--- src/rtl/pc_sched_pkg.sv ---
// rtl/pc_sched_pkg.sv - shared encodings for the program-counter / scheduler stage
package pc_sched_pkg;

    localparam logic [2:0] PC_HOLD  = 3'd0;
    localparam logic [2:0] PC_INC   = 3'd1;
    localparam logic [2:0] PC_JUMP  = 3'd2;
    localparam logic [2:0] PC_DELAY = 3'd3;

    localparam logic [1:0] SET_NONE      = 2'd0;
    localparam logic [1:0] SET_QUANTUM   = 2'd1;
    localparam logic [1:0] SET_MULTIPROG = 2'd2;
    localparam logic [1:0] SET_ADDR_CS   = 2'd3;

    typedef enum logic {
        ST_RUN   = 1'b0,
        ST_DELAY = 1'b1
    } sched_state_e;

endpackage

--- src/rtl/pc_sched_unit_if.sv ---
// rtl/pc_sched_unit_if.sv - control-unit facing bus of the program-counter / scheduler stage
interface pc_sched_unit_if #(
    parameter int ADDR_W = 10,
    parameter int DATA_W = 32
);
    logic              interruption;
    logic [2:0]        flagPC;
    logic              flagJR;
    logic              flagExecProc;
    logic [1:0]        flagSetValue;
    logic [ADDR_W-1:0] immTarget;
    logic [ADDR_W-1:0] regTarget;
    logic [DATA_W-1:0] setValue;
    logic [ADDR_W-1:0] pc;
    logic              flagCS;
    logic [ADDR_W-1:0] pcProcess;
    logic              stall;
    logic [15:0]       csCount;

    modport master (
        output interruption, flagPC, flagJR, flagExecProc, flagSetValue,
               immTarget, regTarget, setValue,
        input  pc, flagCS, pcProcess, stall, csCount
    );

    modport slave (
        input  interruption, flagPC, flagJR, flagExecProc, flagSetValue,
               immTarget, regTarget, setValue,
        output pc, flagCS, pcProcess, stall, csCount
    );
endinterface

--- src/rtl/pc_sched_unit_quantum_timer.sv ---
// rtl/pc_sched_unit_quantum_timer.sv - multiprogramming quantum counter raising the context-switch request
module quantum_timer
    import pc_sched_pkg::*;
#(
    parameter int QUANTUM_W = 16
) (
    input  logic                 clock,
    input  logic                 reset,
    input  logic                 interruption_i,
    input  logic                 in_run_i,
    input  logic                 retire_i,
    input  logic                 exec_proc_i,
    input  logic [1:0]           set_sel_i,
    input  logic [QUANTUM_W-1:0] set_quantum_i,
    input  logic                 set_mp_i,
    output logic                 flag_cs_o
);

    logic [QUANTUM_W-1:0] qcnt_q, qcnt_d;
    logic [QUANTUM_W-1:0] quantum_q, quantum_d;
    logic                 multiprog_q, multiprog_d;
    logic                 in_proc_q, in_proc_d;

    // Only registered state and the freeze input may reach the request.
    assign flag_cs_o = in_run_i & in_proc_q & multiprog_q & (quantum_q != '0)
                     & (qcnt_q >= quantum_q) & ~interruption_i;

    always_comb begin
        qcnt_d      = qcnt_q;
        quantum_d   = quantum_q;
        multiprog_d = multiprog_q;
        in_proc_d   = in_proc_q;
        if (!interruption_i) begin
            if (flag_cs_o) begin
                qcnt_d    = '0;
                in_proc_d = 1'b0;
            end else if (exec_proc_i) begin
                qcnt_d    = '0;
                in_proc_d = 1'b1;
            end else if (retire_i && in_proc_q && (qcnt_q != '1)) begin
                qcnt_d = qcnt_q + 1'b1;
            end
            if (set_sel_i == SET_QUANTUM)   quantum_d   = set_quantum_i;
            if (set_sel_i == SET_MULTIPROG) multiprog_d = set_mp_i;
        end
    end

    always_ff @(posedge clock) begin
        if (reset) begin
            qcnt_q      <= '0;
            quantum_q   <= '0;
            multiprog_q <= 1'b0;
            in_proc_q   <= 1'b0;
        end else begin
            qcnt_q      <= qcnt_d;
            quantum_q   <= quantum_d;
            multiprog_q <= multiprog_d;
            in_proc_q   <= in_proc_d;
        end
    end

endmodule

--- src/rtl/pc_sched_unit.sv ---
// rtl/pc_sched_unit.sv - PC register, DELAY stall FSM and quantum scheduler; CS_COUNTER_EN adds a context-switch counter
module pc_sched_unit
    import pc_sched_pkg::*;
#(
    parameter int ADDR_W    = 10,
    parameter int DATA_W    = 32,
    parameter int QUANTUM_W = 16,
    parameter int DELAY_W   = 16
) (
    input  logic            clock,
    input  logic            reset,
    pc_sched_unit_if.slave  bus
);

    sched_state_e        state_q, state_d;
    logic [ADDR_W-1:0]   pc_q, pc_d;
    logic [ADDR_W-1:0]   pc_process_q, pc_process_d;
    logic [ADDR_W-1:0]   cs_addr_q, cs_addr_d;
    logic [DELAY_W-1:0]  dcnt_q, dcnt_d;
    logic [DELAY_W-1:0]  delay_val;
    logic                retire;
    logic                flag_cs;
    logic                unused_set_value;

    assign delay_val        = bus.setValue[DELAY_W-1:0];
    assign unused_set_value = ^bus.setValue;

    quantum_timer #(.QUANTUM_W(QUANTUM_W)) u_quantum_timer (
        .clock          (clock),
        .reset          (reset),
        .interruption_i (bus.interruption),
        .in_run_i       (state_q == ST_RUN),
        .retire_i       (retire),
        .exec_proc_i    (bus.flagExecProc),
        .set_sel_i      (bus.flagSetValue),
        .set_quantum_i  (bus.setValue[QUANTUM_W-1:0]),
        .set_mp_i       (bus.setValue[0]),
        .flag_cs_o      (flag_cs)
    );

    always_comb begin
        state_d      = state_q;
        pc_d         = pc_q;
        pc_process_d = pc_process_q;
        cs_addr_d    = cs_addr_q;
        dcnt_d       = dcnt_q;
        retire       = 1'b0;
        if (!bus.interruption) begin
            if (flag_cs) begin
                pc_d         = cs_addr_q;
                pc_process_d = pc_q;
            end else if (state_q == ST_DELAY) begin
                dcnt_d = dcnt_q - 1'b1;
                if (dcnt_q == DELAY_W'(1)) begin
                    pc_d    = pc_q + 1'b1;
                    state_d = ST_RUN;
                    retire  = 1'b1;
                end
            end else begin
                case (bus.flagPC)
                    PC_INC: begin
                        pc_d   = pc_q + 1'b1;
                        retire = 1'b1;
                    end
                    PC_JUMP: begin
                        pc_d   = bus.flagJR ? bus.regTarget : bus.immTarget;
                        retire = 1'b1;
                    end
                    PC_DELAY: begin
                        // A zero count behaves as a plain increment without stalling.
                        if (delay_val == '0) begin
                            pc_d = pc_q + 1'b1;
                        end else begin
                            dcnt_d  = delay_val;
                            state_d = ST_DELAY;
                        end
                    end
                    default: ;
                endcase
            end
            if (bus.flagSetValue == SET_ADDR_CS) cs_addr_d = bus.setValue[ADDR_W-1:0];
        end
    end

    always_ff @(posedge clock) begin
        if (reset) begin
            state_q      <= ST_RUN;
            pc_q         <= '0;
            pc_process_q <= '0;
            cs_addr_q    <= '0;
            dcnt_q       <= '0;
        end else begin
            state_q      <= state_d;
            pc_q         <= pc_d;
            pc_process_q <= pc_process_d;
            cs_addr_q    <= cs_addr_d;
            dcnt_q       <= dcnt_d;
        end
    end

`ifdef CS_COUNTER_EN
    logic [15:0] cs_count_q, cs_count_d;

    assign cs_count_d = flag_cs ? cs_count_q + 16'd1 : cs_count_q;

    always_ff @(posedge clock) begin
        if (reset) cs_count_q <= '0;
        else       cs_count_q <= cs_count_d;
    end

    assign bus.csCount = cs_count_q;
`else
    assign bus.csCount = '0;
`endif

    assign bus.pc        = pc_q;
    assign bus.pcProcess = pc_process_q;
    assign bus.stall     = (state_q == ST_DELAY);
    assign bus.flagCS    = flag_cs;

endmodule

--- src/flat_wrapper.sv ---
// flat-port wrapper written by rule: the top's interface ports become plain ports
module pc_sched_unit_flat import pc_sched_pkg::*;
#(
    parameter int ADDR_W    = 10,
    parameter int DATA_W    = 32,
    parameter int QUANTUM_W = 16,
    parameter int DELAY_W   = 16
)
  (clock, reset, bus_interruption, bus_flagPC, bus_flagJR, bus_flagExecProc, bus_flagSetValue, bus_immTarget, bus_regTarget, bus_setValue, bus_pc, bus_flagCS, bus_pcProcess, bus_stall, bus_csCount);
  pc_sched_unit_if #(.ADDR_W(ADDR_W), .DATA_W(DATA_W)) bus_i ();
  input  logic clock;
  input  logic reset;
  input wire logic [$bits(bus_i.interruption)-1:0] bus_interruption;
  input wire logic [$bits(bus_i.flagPC)-1:0] bus_flagPC;
  input wire logic [$bits(bus_i.flagJR)-1:0] bus_flagJR;
  input wire logic [$bits(bus_i.flagExecProc)-1:0] bus_flagExecProc;
  input wire logic [$bits(bus_i.flagSetValue)-1:0] bus_flagSetValue;
  input wire logic [$bits(bus_i.immTarget)-1:0] bus_immTarget;
  input wire logic [$bits(bus_i.regTarget)-1:0] bus_regTarget;
  input wire logic [$bits(bus_i.setValue)-1:0] bus_setValue;
  output wire logic [$bits(bus_i.pc)-1:0] bus_pc;
  output wire logic [$bits(bus_i.flagCS)-1:0] bus_flagCS;
  output wire logic [$bits(bus_i.pcProcess)-1:0] bus_pcProcess;
  output wire logic [$bits(bus_i.stall)-1:0] bus_stall;
  output wire logic [$bits(bus_i.csCount)-1:0] bus_csCount;
  assign bus_i.interruption = bus_interruption;
  assign bus_i.flagPC = bus_flagPC;
  assign bus_i.flagJR = bus_flagJR;
  assign bus_i.flagExecProc = bus_flagExecProc;
  assign bus_i.flagSetValue = bus_flagSetValue;
  assign bus_i.immTarget = bus_immTarget;
  assign bus_i.regTarget = bus_regTarget;
  assign bus_i.setValue = bus_setValue;
  assign bus_pc = bus_i.pc;
  assign bus_flagCS = bus_i.flagCS;
  assign bus_pcProcess = bus_i.pcProcess;
  assign bus_stall = bus_i.stall;
  assign bus_csCount = bus_i.csCount;
  pc_sched_unit #(.ADDR_W(ADDR_W), .DATA_W(DATA_W), .QUANTUM_W(QUANTUM_W), .DELAY_W(DELAY_W)) u_core (.clock(clock), .reset(reset), .bus(bus_i));
endmodule
--- config.mk ---
export PLATFORM = sky130hd
export DESIGN_NAME = pc_sched_unit_flat
export DESIGN_NICKNAME = d
export VERILOG_FILES = /design/src/rtl/pc_sched_pkg.sv /design/src/rtl/pc_sched_unit_if.sv /design/src/rtl/pc_sched_unit_quantum_timer.sv /design/src/rtl/pc_sched_unit.sv /design/src/flat_wrapper.sv
export SDC_FILE = /design/constraint.sdc
export NUM_CORES = 1
export LEC_CHECK = 0
export ABC_CLOCK_PERIOD_IN_PS = 3300
export BUFFER_PORTS_ARGS = -buffer_cell sky130_fd_sc_hd__buf_2
export CAP_MARGIN = 20
export CORE_ASPECT_RATIO = 1.4
export CORE_UTILIZATION = 30
export DETAILED_ROUTE_END_ITERATION = 10
export SYNTH_ARGS = -nofsm -noshare
export SYNTH_HDL_FRONTEND = slang
export SYNTH_HIERARCHICAL = 1
export SYNTH_SLANG_ARGS = --single-unit
--- constraint.sdc ---
create_clock -name clock -period 3.3 [get_ports clock]
set_input_delay 0.495 -clock clock [delete_from_list [all_inputs] [get_ports clock]]
set_output_delay 0.495 -clock clock [all_outputs]
set_load 0.005 [all_outputs]
==> impl_results.md, run 1 <==
- NetSw: approximately 710 uW
- Worst-Skew Late Latency: approximately 0.34 ns
- Fin crit share: 0.953
- RSZ-0062 raised after global routing: no
- I/O pin cnt: 100
- Critical-path maximum fanout: 4
- Number of DRC markers in iteration 0: 230
- Row count: 56
- Worst reg-to-reg setup slack: 0.15 ns
- Cell taking the most area after synthesis: dfxtp_1
- Clock Tree Root: clkbuf_16
- Clock tree sinks: 81
- Min-Delay Endpoint: u_core/u_quantum_timer/quantum_q[12]
- Min-Delay Path Class: primary input to flop
- Top_reg_cell synth: dfxtp_1
- Peak supply drop: 0.216 mV
- Slowest stage cell, crit path: or4_4
- Final wirelength: 14,800 um
- CP arrival: roughly 3.4 ns
- Hold depth: 3
- Fin. max-slew vios: 0
- Max Root-Sink Buffers: 2
- Final ANT Viol Nets: 0
- Sw Ratio: 0.289
- CP max stage delay: roughly 0.46 ns
- R2R cell count: 13
- Global-route wire length before repair: around 24,000 um
- Synth unique cells: between 80 and 90
- Vias/cell: between 5 and 6
- Synth top area cells: dfxtp_1 (32%), nand2_1 (6.9%), a21oi_1 (5.3%)
- Setup Viol. Count Final: 0
- Initial antenna violation count: 0
- Synth Cell Area: just over 0.005 mm2
- Pre-Repair DR Iteration Count: 8
- Die area: roughly 0.018 mm2
- Synthesis-to-layout area growth: 17.9%
- Worst R2R End: u_core/u_quantum_timer/qcnt_q[14]
- Core area: 0.0167 mm2
- Synthesized area per cell: about 8 um2
- Final Hold Fails: 0
- MaxCap Viol Count: 0
- Critical Path RT: approximately 3.5 ns
- Final net count: just under 800
- Share of the synthesized area in the top cell type: 0.319
- Mux cell area share after synthesis: 0.0501
- Routed len/inst: 16.4 um
- Main combinational cell family by area after synthesis: simple AND/OR/NAND/NOR gates
- Synth warn: 6
- Xor/xnor share of the synthesized area: 0.00688
- Number of diodes: 0
- Failing checks: design-rule violations
- Minimum clock period: 3.15 ns
- Number of synthesized flops with an enable pin: 0
- Share of cells above drive strength 1: 0.217
- Cells after Synth: roughly 630
- H-tree levels: 3
- Setup Crit Path Kind: flop to flop
- CTS Hold Bufs: 0
- Final instance area: around 0.006 mm2
- Fmax: roughly 320 MHz
- CTS tree: built
- DR vias: around 5,000
- Part of the power in registers: 0.422
- HP Start: bus_setValue[12]
- Top cells by count, synth: nand2_1 (94), dfxtp_1 (81), a21oi_1 (54)
- Async S/R FF share, synth: 0
- CTS buffer count: 9
- DRC: 3
- GRT Total Usage: 0.171
- Worst-path clk slew: about 0.070 ns
- Reg-to-Reg Start: u_core/u_quantum_timer/quantum_q[6]
- Die width: ~110 um
- Internal Power: 1740 uW
- Synth Area in Simple Gates: 0.274
- Compound-gate portion of the synthesized area: 0.233
- Vias in the first global route: between 4,000 and 5,000
- Logic pwr share: 0.144
- Post-synthesis sequential area ratio: 0.319
- Final Skew: between 0.006 and 0.007 ns
- Status: finished, violations left
- Leakage: roughly 0.0023 uW
- Slew HR: 0.472
- Largest net degree at the start of global routing: 69
- Initial core utilization: 0.305
- # fillers: 1,771
- Area after DPL: 0.00567 mm2
- Power density cells: 408 mW/mm2
- Routability cong.: about 0.87
- PortBufs: between 60 and 70
- Clk pwr share: 0.435
- Worst Max-Slew Pin Slew: ~0.79 ns
- Crit path cell chain: inv_1 -> ha_1 -> and3_1 -> a221oi_2 -> o32a_1 -> a21oi_4 -> or2_1 -> nor2_2 -> nand2_2 -> or4_4 -> nor3_2 -> o21ai_0 -> a22o_1
- Die span in y: approximately 160 um
- Synth Register Bits: just over 80
- Setup TNS: 0 ns
- Count leader, synth: nand2_1
- Critical path startpoint category: flop
- DP HPWL: approximately 11,000 um
- Total grt overflow: 0
- Area share of fa/ha/maj cells after synthesis: 0.0492
- Crit. End Element: flop
[placed cells by master (no fill, tap or decap), types with 4 or more instances in the layout]
master and instances:
a21oi_1 54, a221oi_1 4, a22o_1 9, a311oi_1 6, and3_1 9, buf_2 67, buf_4 20, clkbuf_16 9
conb_1 16, dfxtp_1 79, ha_1 20, inv_1 25, mux2_2 4, mux2i_1 21, nand2_1 93, nand2b_1 5
nand3_1 12, nand4_1 10, nor2_1 47, nor3_1 26, nor4_1 16, o21ai_0 21, o311ai_0 7, o31ai_1 12
or3_1 4, or4_1 5
[final cells by class]
cell class                 instances  area, um2  area share
clock inverter                     7       85.1      0.0142
timing repair buffer              88        497      0.0828
clock buffer                       9        225      0.0375
inverter                          26       97.6      0.0163
tap                              203        254      0.0423
sequential                        81       1620       0.271
multi-input combinational        494       3220       0.536
[critical path, delay by kind of cell (launching register included)]
family	cells	cell delay (ns)
flip-flops	1	0.35
adder cells (fa/ha/maj)	1	0.29
AO/OA/AOI/OAI	5	1.02
buffers and inverters	1	0.05
AND/OR/NAND/NOR	6	1.32
[kinds of logic after synthesis]
family	count (synthesis)
multiplexers	25
AND/OR/NAND/NOR	264
buffers and inverters	73
adder cells (fa/ha/maj)	20
AO/OA/AOI/OAI	165
flip-flops	81
XOR/XNOR	4
other	1
[flip-flops by register name, summed over array words and instances (netlist names)]
signal                              cells
u_core/dcnt_q                          16
u_core/u_quantum_timer/qcnt_q          16
u_core/cs_addr_q                       10
u_core/u_quantum_timer/quantum_q       16
u_core/u_quantum_timer/in_proc_q        1
u_core/bus.pcProcess                   10
u_core/bus.pc                          10
u_core/u_quantum_timer/multiprog_q      1
u_core/bus.stall                        1
[metrics by stage]
step	std cells	util	hold WS (ns)	worst slack, ns	total power, uW
global route	908	0.360	0.431	0.0155	2560
CTS	908	0.359	0.419	0.0729	2480
floorplan	648	-	0.449	0.0450	1300
global placement	892	0.340	0.444	0.125	1400
finish	908	0.360	0.432	0.155	2450
detailed placement	892	0.340	0.448	0.101	1400
[worst max path at each step]
stage | start | end | slack [ns]
final | u_core/u_quantum_timer/quantum_q[6] | u_core/u_quantum_timer/qcnt_q[14] | 0.15
after global routing | u_core/u_quantum_timer/quantum_q[6] | u_core/u_quantum_timer/qcnt_q[14] | 0.02
after CTS | u_core/u_quantum_timer/quantum_q[6] | u_core/u_quantum_timer/qcnt_q[14] | 0.07
after detailed placement | u_core/u_quantum_timer/quantum_q[6] | u_core/u_quantum_timer/qcnt_q[14] | 0.10
after global placement | u_core/u_quantum_timer/quantum_q[6] | u_core/u_quantum_timer/qcnt_q[14] | 0.13
after floorplan | u_core/u_quantum_timer/qcnt_q[0] | u_core/u_quantum_timer/qcnt_q[5] | 0.04
[power groups by stage]
stage	Sequential, uW	Combinational, uW	Clock, uW
global placement	1060	346	0
floorplan	1050	251	0
detailed placement	1060	348	0
global route	1040	384	1140
CTS	1030	349	1100
finish	1030	352	1070
[routing by layer]
| metal | vias up | part of all wire | global-route usage |
|---|---|---|---|
| li1 | 2448 | - | - |
| met1 | 2346 | 0.43 | 0.204 |
| met2 | 149 | 0.50 | 0.305 |
| met3 | 24 | 0.040 | 0.0253 |
| met4 | 0 | 0.023 | 0.0711 |
| met5 | - | 0 | 0 |
[what timing repair did]
action | CTS | global route
setup endpoints to repair | 0 | 10
setup buffers | 0 | 0
resized for setup | 0 | 7
Power figures use the tool's default switching activity.
==> inputs of run 2 (changes only) <==
- ABC_CLOCK_PERIOD_IN_PS: 3300 -> 3990
- clock period: 3.3 -> 3.99 ns (I/O delays scaled with it)
==> run 2 against run 1 <==
Compared with the run above:
- non-clock buffer count is 13 lower
- clock power is 12% lower
- critical path type unchanged
- register-to-register slack better by 0.32 ns
- the run still ends with design-rule violations left
- routed wire length is 1.1% lower
- worst setup slack better by 0.32 ns
- first-iteration DRC count is 10% lower
- worst hold slack better by 0.022 ns
- sequential power is 17% lower
==> impl_results.md, run 2 (same netlist as run 1, synthesis figures left out) <==
- Status: finished, violations left (unchanged)
- Dpl ws: 0.467 ns (was 0.101 ns)
- Crit. End Element: flop (unchanged)
- Synthesis-to-layout area growth: 15.6% (was 17.9%)
- Area after DPL: 0.00555 mm2 (was 0.00567 mm2)
- Final instance area: 0.00589 mm2 (was 0.00600 mm2)
- Fin crit share: 0.882 (was 0.953)
- Min-Delay Path Class: flop to flop (was primary input to flop)
- Fmax: 284 MHz (was 318 MHz)
- Failing checks: design-rule violations (unchanged)
- Max Root-Sink Buffers: 2 (unchanged)
- PortBufs: 67 (unchanged)
- DR vias: 4,939 (was 4,967)
- Setup ws final: 0.470 ns (was 0.155 ns)
- I/O pin cnt: 100 (unchanged)
- Vias/cell: 5.52 (was 5.47)
- Die width: 112 um (unchanged)
- Routed len/inst: 16.4 um (about the same)
- Post-CTS Setup Inserts: 0 (unchanged)
- Clock tree sinks: 81 (unchanged)
- Row count: 56 (unchanged)
- Slew HR: 0.464 (was 0.472)
- Routability cong.: 0.839 (was 0.869)
- Worst Max-Slew Pin Slew: 0.804 ns (was 0.792 ns)
- MaxCap Viol Count: 0 (unchanged)
- Clock Tree Root: clkbuf_16 (unchanged)
- Vias in the first global route: 4,625 (was 4,655)
- Initial antenna violation count: 0 (unchanged)
- CTS tree: built (unchanged)
- Die span in y: 156 um (unchanged)
- Critical-path maximum fanout: 5 (was 4)
- H-tree levels: 3 (unchanged)
- Final Hold Fails: 0 (unchanged)
- CTS buffer count: 9 (unchanged)
- Biggest regs: u_core/dcnt_q: 16 flops, u_core/u_quantum_timer/qcnt_q: 16 flops, u_core/u_quantum_timer/quantum_q: 16 flops (unchanged)
- Critical path startpoint category: flop (unchanged)
- Setup Crit Path Kind: flop to flop (unchanged)
- Number of DRC markers in iteration 0: 207 (was 230)
- Worst R2R End: u_core/u_quantum_timer/qcnt_q[14] (unchanged)
- Min-Delay Endpoint: u_core/bus.pcProcess[4] (was u_core/u_quantum_timer/quantum_q[12])
- WHS: 0.454 ns (was 0.432 ns)
- Final wirelength: 14,700 um (was 14,800 um)
- Core area: 0.0167 mm2 (unchanged)
- Setup Viol. Count Final: 0 (unchanged)
- Final ANT Viol Nets: 0 (unchanged)
- Post-CTS resize count: 0 (unchanged)
- Crit path cell chain: inv_1 -> ha_1 -> nand2b_1 -> a2111oi_0 -> o32a_1 -> a21oi_2 -> or2_0 -> nor2_1 -> nand2_1 -> or4_1 -> nor3_1 -> o21ai_0 -> a22o_1 (was inv_1 -> ha_1 -> and3_1 -> a221oi_2 -> o32a_1 -> a21oi_4 -> or2_1 -> nor2_2 -> nand2_2 -> or4_4 -> nor3_2 -> o21ai_0 -> a22o_1)
- Most frequent cells in the layout: nand2_1 (94), dfxtp_1 (81), buf_2 (67) (was nand2_1 (93), dfxtp_1 (79), buf_2 (67))
- Critical Path RT: 4.22 ns (was 3.53 ns)
- DP HPWL: 10,600 um (was 10,700 um)
- Leakage: 0.00226 uW (was 0.00232 uW)
- CP arrival: 3.75 ns (was 3.38 ns)
- Slowest stage cell, crit path: or4_1 (was or4_4)
- Peak supply drop: 0.191 mV (was 0.216 mV)
- Fin. max-slew vios: 0 (unchanged)
- CP max stage delay: 0.61 ns (was 0.46 ns)
- Share of cells above drive strength 1: 0.189 (was 0.217)
- Die area: 0.0175 mm2 (unchanged)
- CTS Hold Bufs: 0 (unchanged)
- Initial core utilization: 0.305 (unchanged)
- Minimum clock period: 3.52 ns (was 3.15 ns)
- GRT Total Usage: 0.170 (was 0.171)
- R2R cell count: 13 (unchanged)
- Power density cells: 354 mW/mm2 (was 408 mW/mm2)
- Largest net degree at the start of global routing: 69 (unchanged)
- Worst-Skew Late Latency: 0.35 ns (was 0.34 ns)
- Setup TNS: 0 ns (unchanged)
- Worst-path clk slew: 0.07 ns (about the same)
- Total power: 2080 uW (was 2450 uW)
- Reg-to-Reg Start: u_core/u_quantum_timer/qcnt_q[0] (was u_core/u_quantum_timer/quantum_q[6])
- DRC: 2 (was 3)
- Hold depth: 2 (was 3)
- Number of diodes: 0 (unchanged)
- Final Skew: 0.0118 ns (was 0.00692 ns)
- Pre-Repair DR Iteration Count: 10 (was 8)
- Global-route wire length before repair: 23,700 um (about the same)
- Commonest non-fill, non-tap cell in the layout: nand2_1 (unchanged)
- Total grt overflow: 0 (unchanged)
- Final net count: 769 (was 782)
- Worst reg-to-reg setup slack: 0.47 ns (was 0.15 ns)
- RSZ-0062 raised after global routing: no (unchanged)
- HP Start: u_core/bus.pcProcess[4] (was bus_setValue[12])
## run 2: changes by cell type in the layout (fill, tap and decap cells not counted), moves of 2 or more
cell        delta
buf_4         -12
clkinvlp_4     -2
dfxtp_1        +2
dfxtp_2        -2
## run 2: how the worst max path moves through the flow
stage	start	endpoint	cells after the start
after floorplan	u_core/u_quantum_timer/qcnt_q[0]	u_core/u_quantum_timer/qcnt_q[14]	15
after global placement	u_core/u_quantum_timer/qcnt_q[0]	u_core/u_quantum_timer/qcnt_q[14]	13
after detailed placement	u_core/u_quantum_timer/qcnt_q[0]	u_core/u_quantum_timer/qcnt_q[14]	13
after CTS	u_core/u_quantum_timer/qcnt_q[0]	u_core/u_quantum_timer/qcnt_q[14]	13
after global routing	u_core/u_quantum_timer/qcnt_q[0]	u_core/u_quantum_timer/qcnt_q[14]	13
final	u_core/u_quantum_timer/qcnt_q[0]	u_core/u_quantum_timer/qcnt_q[14]	13
## run 2: power by group
| group | total, uW | internal, uW | switching [uW] |
|---|---|---|---|
| sequential | 854 | 829 | 25.6 |
| combinational | 286 | 111 | 175 |
| clock | 943 | 563 | 380 |
## run 2: critical path, delay by kind of cell, from the launching register on
kind                     cells  cell delay [ns]
AO/OA/AOI/OAI                5             1.21
adder cells (fa/ha/maj)      1             0.27
buffers and inverters        1             0.06
flip-flops                   1             0.41
AND/OR/NAND/NOR              6             1.47
## run 2: area by class of cell
cell class	count	area (um2)
multi-input combinational	494	3180
fill	1755	10800
timing repair buffer	75	395
inverter	26	97.6
tap	203	254
sequential	81	1620
clock inverter	7	109
clock buffer	9	225
## run 2: per-stage QoR
| step | util | std cells |
|---|---|---|
| 6_report | 0.353 | 895 |
| 5_1_grt | 0.353 | 895 |
| 4_1_cts | 0.353 | 895 |
| 3_5_place_dp | 0.333 | 879 |
| 3_3_place_gp | 0.333 | 879 |
| 2_1_floorplan | - | 648 |
## run 2: per-layer routing
layer	track usage	up-vias	routed length (um)
met5	0	-	0
met4	0.0844	0	422
met3	0.0171	27	640
met2	0.307	150	7530
met1	0.198	2333	6090
li1	-	2429	-
